$ cat src/rtl/eit_scan_sequencer_if.sv
// Mux-controller and ADC-capture handshake seen by the EIT scan sequencer.
// master = sequencer side, slave = mux controller / ADC side.
interface eit_scan_sequencer_if;
  logic       start_mux;
  logic [7:0] mux_val;
  logic       mux_done;
  logic       adc_start;
  logic       adc_done;

  modport master (
    output start_mux,
    output mux_val,
    output adc_start,
    input  mux_done,
    input  adc_done
  );

  modport slave (
    input  start_mux,
    input  mux_val,
    input  adc_start,
    output mux_done,
    output adc_done
  );
endinterface

$ cat src/rtl/eit_scan_sequencer.sv
// Adjacent-drive EIT frame sequencer: programs the mux for each injection/measurement
// pair, waits for settling, triggers the ADC and steps through N*(N-3) measurements.
module eit_scan_sequencer #(
  parameter int unsigned N_ELEC        = 16,
  parameter int unsigned SETTLE_CYCLES = 100
) (
  input  logic                        clk,
  input  logic                        rst,
  input  logic                        start_scan,
  input  logic                        continuous,
  input  logic                        abort,
  eit_scan_sequencer_if.master        bus,
  output logic [7:0]                  sample_idx,
  output logic                        busy,
  output logic                        frame_done
);

  localparam int unsigned IDX_W = 4;
  localparam int unsigned CNT_W = 16;
  localparam int unsigned SMP_W = 8;

  localparam logic [IDX_W-1:0] LAST_IDX   = IDX_W'(N_ELEC - 1);
  localparam logic [IDX_W-1:0] FIRST_MEAS = IDX_W'(2);
  localparam logic [CNT_W-1:0] SETTLE_LD  = CNT_W'(SETTLE_CYCLES - 1);

  typedef enum logic [2:0] {
    S_IDLE,
    S_MUX_REQ,
    S_MUX_REL,
    S_SETTLE,
    S_ADC_TRIG,
    S_ADC_WAIT,
    S_ADVANCE
  } state_t;

  state_t             state, state_nxt;
  logic [IDX_W-1:0]   inj, inj_nxt;
  logic [IDX_W-1:0]   meas, meas_nxt;
  logic [SMP_W-1:0]   idx_nxt;
  logic [CNT_W-1:0]   cnt, cnt_nxt;
  logic               start_mux_q, start_mux_nxt;
  logic               adc_start_q, adc_start_nxt;
  logic               busy_nxt;
  logic               frame_done_nxt;
  logic [IDX_W:0]     next_in_row;
  logic [IDX_W:0]     first_next_row;

  function automatic logic [IDX_W-1:0] inc_mod(input logic [IDX_W-1:0] x);
    return (x == LAST_IDX) ? '0 : x + IDX_W'(1);
  endfunction

  function automatic logic [IDX_W-1:0] dec_mod(input logic [IDX_W-1:0] x);
    return (x == '0) ? LAST_IDX : x - IDX_W'(1);
  endfunction

  // A measurement pair may not share an electrode with the injection pair.
  function automatic logic meas_ok(input logic [IDX_W-1:0] inj_i,
                                   input logic [IDX_W-1:0] j_i);
    return (j_i != inj_i) && (j_i != inc_mod(inj_i)) && (j_i != dec_mod(inj_i));
  endfunction

  // Smallest valid j >= from_i for this injection; bit IDX_W flags that one exists.
  function automatic logic [IDX_W:0] find_meas(input logic [IDX_W-1:0] inj_i,
                                               input logic [IDX_W:0]   from_i);
    logic [IDX_W:0] res;
    res = '0;
    for (int unsigned j = 0; j < 16; j++) begin
      if (!res[IDX_W] && (j < N_ELEC) && ((IDX_W+1)'(j) >= from_i) &&
          meas_ok(inj_i, IDX_W'(j))) begin
        res = {1'b1, IDX_W'(j)};
      end
    end
    return res;
  endfunction

  assign next_in_row    = find_meas(inj, {1'b0, meas} + (IDX_W+1)'(1));
  assign first_next_row = find_meas(inc_mod(inj), '0);

  // Next-state, datapath and registered-output selection.
  always_comb begin
    state_nxt      = state;
    inj_nxt        = inj;
    meas_nxt       = meas;
    idx_nxt        = sample_idx;
    cnt_nxt        = cnt;
    frame_done_nxt = 1'b0;

    if (abort) begin
      state_nxt = S_IDLE;
    end else begin
      case (state)
        S_IDLE: begin
          if (start_scan && !bus.mux_done) begin
            state_nxt = S_MUX_REQ;
            inj_nxt   = '0;
            meas_nxt  = FIRST_MEAS;
            idx_nxt   = '0;
          end
        end
        S_MUX_REQ: begin
          if (bus.mux_done) state_nxt = S_MUX_REL;
        end
        S_MUX_REL: begin
          if (!bus.mux_done) begin
            state_nxt = S_SETTLE;
            cnt_nxt   = SETTLE_LD;
          end
        end
        S_SETTLE: begin
          if (cnt == '0) state_nxt = S_ADC_TRIG;
          else           cnt_nxt   = cnt - CNT_W'(1);
        end
        S_ADC_TRIG: begin
          state_nxt = S_ADC_WAIT;
        end
        S_ADC_WAIT: begin
          if (bus.adc_done) state_nxt = S_ADVANCE;
        end
        S_ADVANCE: begin
          idx_nxt = sample_idx + SMP_W'(1);
          if (next_in_row[IDX_W]) begin
            meas_nxt  = next_in_row[IDX_W-1:0];
            state_nxt = S_MUX_REQ;
          end else if (inj != LAST_IDX) begin
            inj_nxt   = inc_mod(inj);
            meas_nxt  = first_next_row[IDX_W-1:0];
            state_nxt = S_MUX_REQ;
          end else begin
            frame_done_nxt = 1'b1;
            if (continuous) begin
              inj_nxt   = '0;
              meas_nxt  = FIRST_MEAS;
              idx_nxt   = '0;
              state_nxt = S_MUX_REQ;
            end else begin
              state_nxt = S_IDLE;
            end
          end
        end
        default: state_nxt = S_IDLE;
      endcase
    end

    start_mux_nxt = (state_nxt == S_MUX_REQ);
    adc_start_nxt = (state_nxt == S_ADC_TRIG);
    busy_nxt      = (state_nxt != S_IDLE);
  end

  // State register and registered outputs.
  always_ff @(posedge clk or posedge rst) begin
    if (rst) begin
      state       <= S_IDLE;
      inj         <= '0;
      meas        <= '0;
      sample_idx  <= '0;
      cnt         <= '0;
      start_mux_q <= 1'b0;
      adc_start_q <= 1'b0;
      busy        <= 1'b0;
      frame_done  <= 1'b0;
    end else begin
      state       <= state_nxt;
      inj         <= inj_nxt;
      meas        <= meas_nxt;
      sample_idx  <= idx_nxt;
      cnt         <= cnt_nxt;
      start_mux_q <= start_mux_nxt;
      adc_start_q <= adc_start_nxt;
      busy        <= busy_nxt;
      frame_done  <= frame_done_nxt;
    end
  end

  assign bus.start_mux = start_mux_q;
  assign bus.adc_start = adc_start_q;
  assign bus.mux_val   = {inj, meas};

endmodule

$ cat src/flat_wrapper.sv
// flat-port wrapper written by rule: the top's interface ports become plain ports
module eit_scan_sequencer_flat 
#(
  parameter int unsigned N_ELEC        = 16,
  parameter int unsigned SETTLE_CYCLES = 100
)
  (clk, rst, start_scan, continuous, abort, sample_idx, busy, frame_done, bus_start_mux, bus_mux_val, bus_adc_start, bus_mux_done, bus_adc_done);
  eit_scan_sequencer_if bus_i ();
  input  logic clk;
  input  logic rst;
  input  logic start_scan;
  input  logic continuous;
  input  logic abort;
  output logic [7:0] sample_idx;
  output logic busy;
  output logic frame_done;
  output wire logic [$bits(bus_i.start_mux)-1:0] bus_start_mux;
  output wire logic [$bits(bus_i.mux_val)-1:0] bus_mux_val;
  output wire logic [$bits(bus_i.adc_start)-1:0] bus_adc_start;
  input wire logic [$bits(bus_i.mux_done)-1:0] bus_mux_done;
  input wire logic [$bits(bus_i.adc_done)-1:0] bus_adc_done;
  assign bus_start_mux = bus_i.start_mux;
  assign bus_mux_val = bus_i.mux_val;
  assign bus_adc_start = bus_i.adc_start;
  assign bus_i.mux_done = bus_mux_done;
  assign bus_i.adc_done = bus_adc_done;
  eit_scan_sequencer #(.N_ELEC(N_ELEC), .SETTLE_CYCLES(SETTLE_CYCLES)) u_core (.clk(clk), .rst(rst), .start_scan(start_scan), .continuous(continuous), .abort(abort), .bus(bus_i), .sample_idx(sample_idx), .busy(busy), .frame_done(frame_done));
endmodule
$ cat config.mk
export PLATFORM = sky130hd
export DESIGN_NAME = eit_scan_sequencer_flat
export DESIGN_NICKNAME = d
export VERILOG_FILES = /design/src/rtl/eit_scan_sequencer_if.sv /design/src/rtl/eit_scan_sequencer.sv /design/src/flat_wrapper.sv
export SDC_FILE = /design/constraint.sdc
export NUM_CORES = 1
export LEC_CHECK = 0
export BUFFER_PORTS_ARGS = -buffer_cell sky130_fd_sc_hd__buf_4
export CAP_MARGIN = 5
export CORE_ASPECT_RATIO = 0.5
export CORE_MARGIN = 1.5
export CORE_UTILIZATION = 30
export CTS_CLUSTER_DIAMETER = 50
export DETAILED_ROUTE_END_ITERATION = 8
export GPL_TIMING_DRIVEN = 0
export SLEW_MARGIN = 25
export SYNTH_ARGS = -nofsm -noshare
export SYNTH_HDL_FRONTEND = slang
export SYNTH_SLANG_ARGS = --single-unit
$ cat constraint.sdc
create_clock -name clk -period 4.2 [get_ports clk]
set_clock_uncertainty 0.05 [all_clocks]
set_input_delay 0 -clock clk [delete_from_list [all_inputs] [get_ports clk]]
set_output_delay 0 -clock clk [all_outputs]
set_load 0.005 [all_outputs]
==> impl_metrics.py <==
metrics = {
    "status": {
        "status": "finished, final reports clean",
    },
    "timing": {
        "slew_viol_final": 0,
        "setup_viol": 0,
        "period_needed_ns": 3.90,
        "fmax_mhz": 256,
        "hold_viol_final": 0,
        "fin_crit_sh": 0.929,
        "fin_tns_setup_ns": 0,
        "fin_ws_ns": 0.299,
        "worstMarginPinSlew_ns": 0.680,
        "rsz0062_at_grt": "false",
        "slew_headroom": 0.546,
    },
    "critical_path": {
        "critPathLaunchType": "flop",
        "worstSetupPathType": "flop to flop",
        "end_kind": "flop",
        "timing.rr.start": "u_core.inj[0]",
        "cp.arrival_ns": 4.02,
        "cp.required_ns": 4.32,
        "path_max_fanout": 12,
        "crit_start": "u_core.inj[0]",
    },
    "synth": {
        "synth_edf_count": 0,
        "syn_inst": 479,
        "synth_top_cell_by_area": "dfrtp_1",
        "mappedNetlistNets": 498,
        "synth.yosys.warnings": 0,
        "ys_top_cells_by_count": "nand2_1 (49), dfrtp_1 (39), nor2_1 (39)",
        "syn_area_mm2": 0.00391,
        "synth_area_per_cell_um2": 8.16,
        "synth_most_common_cell": "nand2_1",
        "ys_ff_latch": 39,
        "synth_area_leaders": "dfrtp_1 (25%), nand2_1 (4.7%), ha_1 (3.8%), nor2_1 (3.7%), o21ai_0 (3.2%)",
        "synthFlopType": "dfrtp_1",
        "ys_seq_area_frac": 0.250,
        "ys_types": 89,
        "async_flop_share": 1.00,
        "synth_top_area_frac": 0.250,
    },
    "clocking": {
        "cts_hold_buf": 2,
        "post_cts_buffers": 0,
        "cts_tree": "done",
        "cts.sinks": 39,
        "cts_buffers": 5,
        "h-tree-depth": 2,
        "clockRootBuffer": "clkbuf_16",
        "clk_pin_slew_ns": 0.06,
        "post_cts_resized": 0,
        "clk_path_buf_depth": 2,
        "clock_latency_ns": 0.28,
    },
    "drt": {
        "routed_wirelength_um": 11400,
        "ant_nets": 0,
        "drtIter0Drc": 392,
        "routed_via_density": 5.72,
        "drc": 0,
        "dr.pass1.iters": 5,
        "routedWlPerCell_um": 16.6,
        "via_count": 3922,
    },
    "cells_and_area": {
        "syn_to_final_growth_pct": 16.2,
        "diodes": 0,
        "fin_util": 0.358,
        "fillers": 1330,
        "num-nets-final": 534,
        "drive_above_1_share": 0.161,
    },
    "hold_path": {
        "hp-start": "bus_mux_done",
        "holdCritPathClass": "input port to flop",
    },
    "place": {
        "gp_congestion": 0.971,
        "portBuffers": 26,
        "preCtsSetupSlack_ns": 0.379,
        "dp_hpwl_um": 8630,
    },
    "grt": {
        "grt_pass1_wl_um": 19100,
        "antenna_found_initial": 0,
        "grt_max_degree": 25,
        "grt_pass1_vias": 3712,
        "track_usage": 0.170,
        "gr-total-overflow": 0,
    },
    "pwr": {
        "ir_drop_mv": 0.138,
        "powerDensity_mw_per_mm2": 270,
        "p_total_mw": 1.23,
        "p_leak_nw": 1.79,
    },
    "die": {
        "boundaryPins": 27,
        "core_mm2": 0.0127,
        "rows": 29,
        "initial_core_util": 0.308,
        "die_h_um": 83.7,
        "die_w_um": 164,
        "dieArea_mm2": 0.0138,
    },
    "flow_run": {
        "cap_viol_max_count": 0,
    },
}
[critical path: stages (launching register included)]
cell and delay [ns]:
dfrtp_1 0.53, buf_2 0.27, inv_1 0.16, ha_1 0.28, buf_1 0.46, clkbuf_1 0.40, o21ai_0 0.23, a22oi_1 0.35
nand4_1 0.26, o21ai_1 0.39, a31oi_1 0.13, a32o_1 0.27
[state kept, by name, indices dropped and copies added (netlist names)]
signal / count
u_core.meas: 4
u_core.state: 3
u_core.frame_done: 1
u_core.busy: 1
u_core.cnt: 16
u_core.sample_idx: 8
u_core.bus.adc_start: 1
u_core.inj: 4
u_core.bus.start_mux: 1
[worst paths after layout]
check	endpoint	slack, ns	cells after the start
hold reg to reg	u_core.cnt[5]	0.48	2
setup / recovery	u_core.meas[0]	0.30	11
max in group asynchronous	u_core.state[0]	3.43	4
hold / removal	u_core.bus.start_mux	0.06	4
setup reg to reg	u_core.meas[0]	0.30	11
min in group asynchronous	u_core.cnt[7]	0.22	3
[report_power, final]
part / total (mW) / switching (mW) / internal, mW
sequential: 0.412 / 0.0191 / 0.393
clock: 0.440 / 0.145 / 0.295
combinational: 0.375 / 0.215 / 0.160
[through the flow]
stage	cells	hold slack, ns	instance area [µm²]
floorplan	479	0.0227	3910
global placement	675	0.195	4320
detailed placement	676	-0.0291	4350
CTS	686	0.0479	4540
global route	686	0.0860	4540
finish	686	0.0605	4540
[layout by cell type (no fill, tap or decap), types with 4 or more instances in the layout]
cell type	count
nand2_1	49
nor2_1	39
dfrtp_1	39
buf_4	26
o21ai_0	25
inv_1	19
nand3_1	18
a21oi_1	17
nand2b_1	15
nor3_1	13
buf_2	12
xnor2_1	12
ha_1	12
clkbuf_1	11
a211oi_1	10
a21o_1	9
nor3b_1	8
xor2_1	8
a22oi_1	8
nor4_1	7
nor2b_1	6
buf_6	5
or3_1	5
o22ai_1	5
a2bb2oi_1	5
nand4_1	5
clkbuf_16	5
o21ai_1	4
and2_1	4
a221oi_1	4
o21a_1	4
a31o_2	4
[cells by family after synthesis]
logic type / Yosys count / share of synthesized area
compound gates: 159 / 0.328
xor+xnor: 20 / 0.0448
fa+ha+maj: 13 / 0.0410
buf+inv: 51 / 0.0653
flops: 39 / 0.250
mux: 4 / 0.0112
simple gates: 193 / 0.260
[routing by layer]
layer	track usage	vias up	wire (µm)
li1	-	1882	-
met1	0.240	1871	5330
met2	0.274	154	5190
met3	0.0179	15	730
met4	0.0475	0	148
met5	0	-	0
[final cells by class]
class,count,area [µm²],area share
plain buffers,30,176,0.0388
clock buffers,6,139,0.0306
clock inverters,2,35.0,0.00771
inverters,21,78.8,0.0173
multi-input cells,389,2680,0.591
flip-flops and latches,39,976,0.215
well taps,170,213,0.0468
repair buffers,29,243,0.0534
Power figures use the tool's default switching activity.
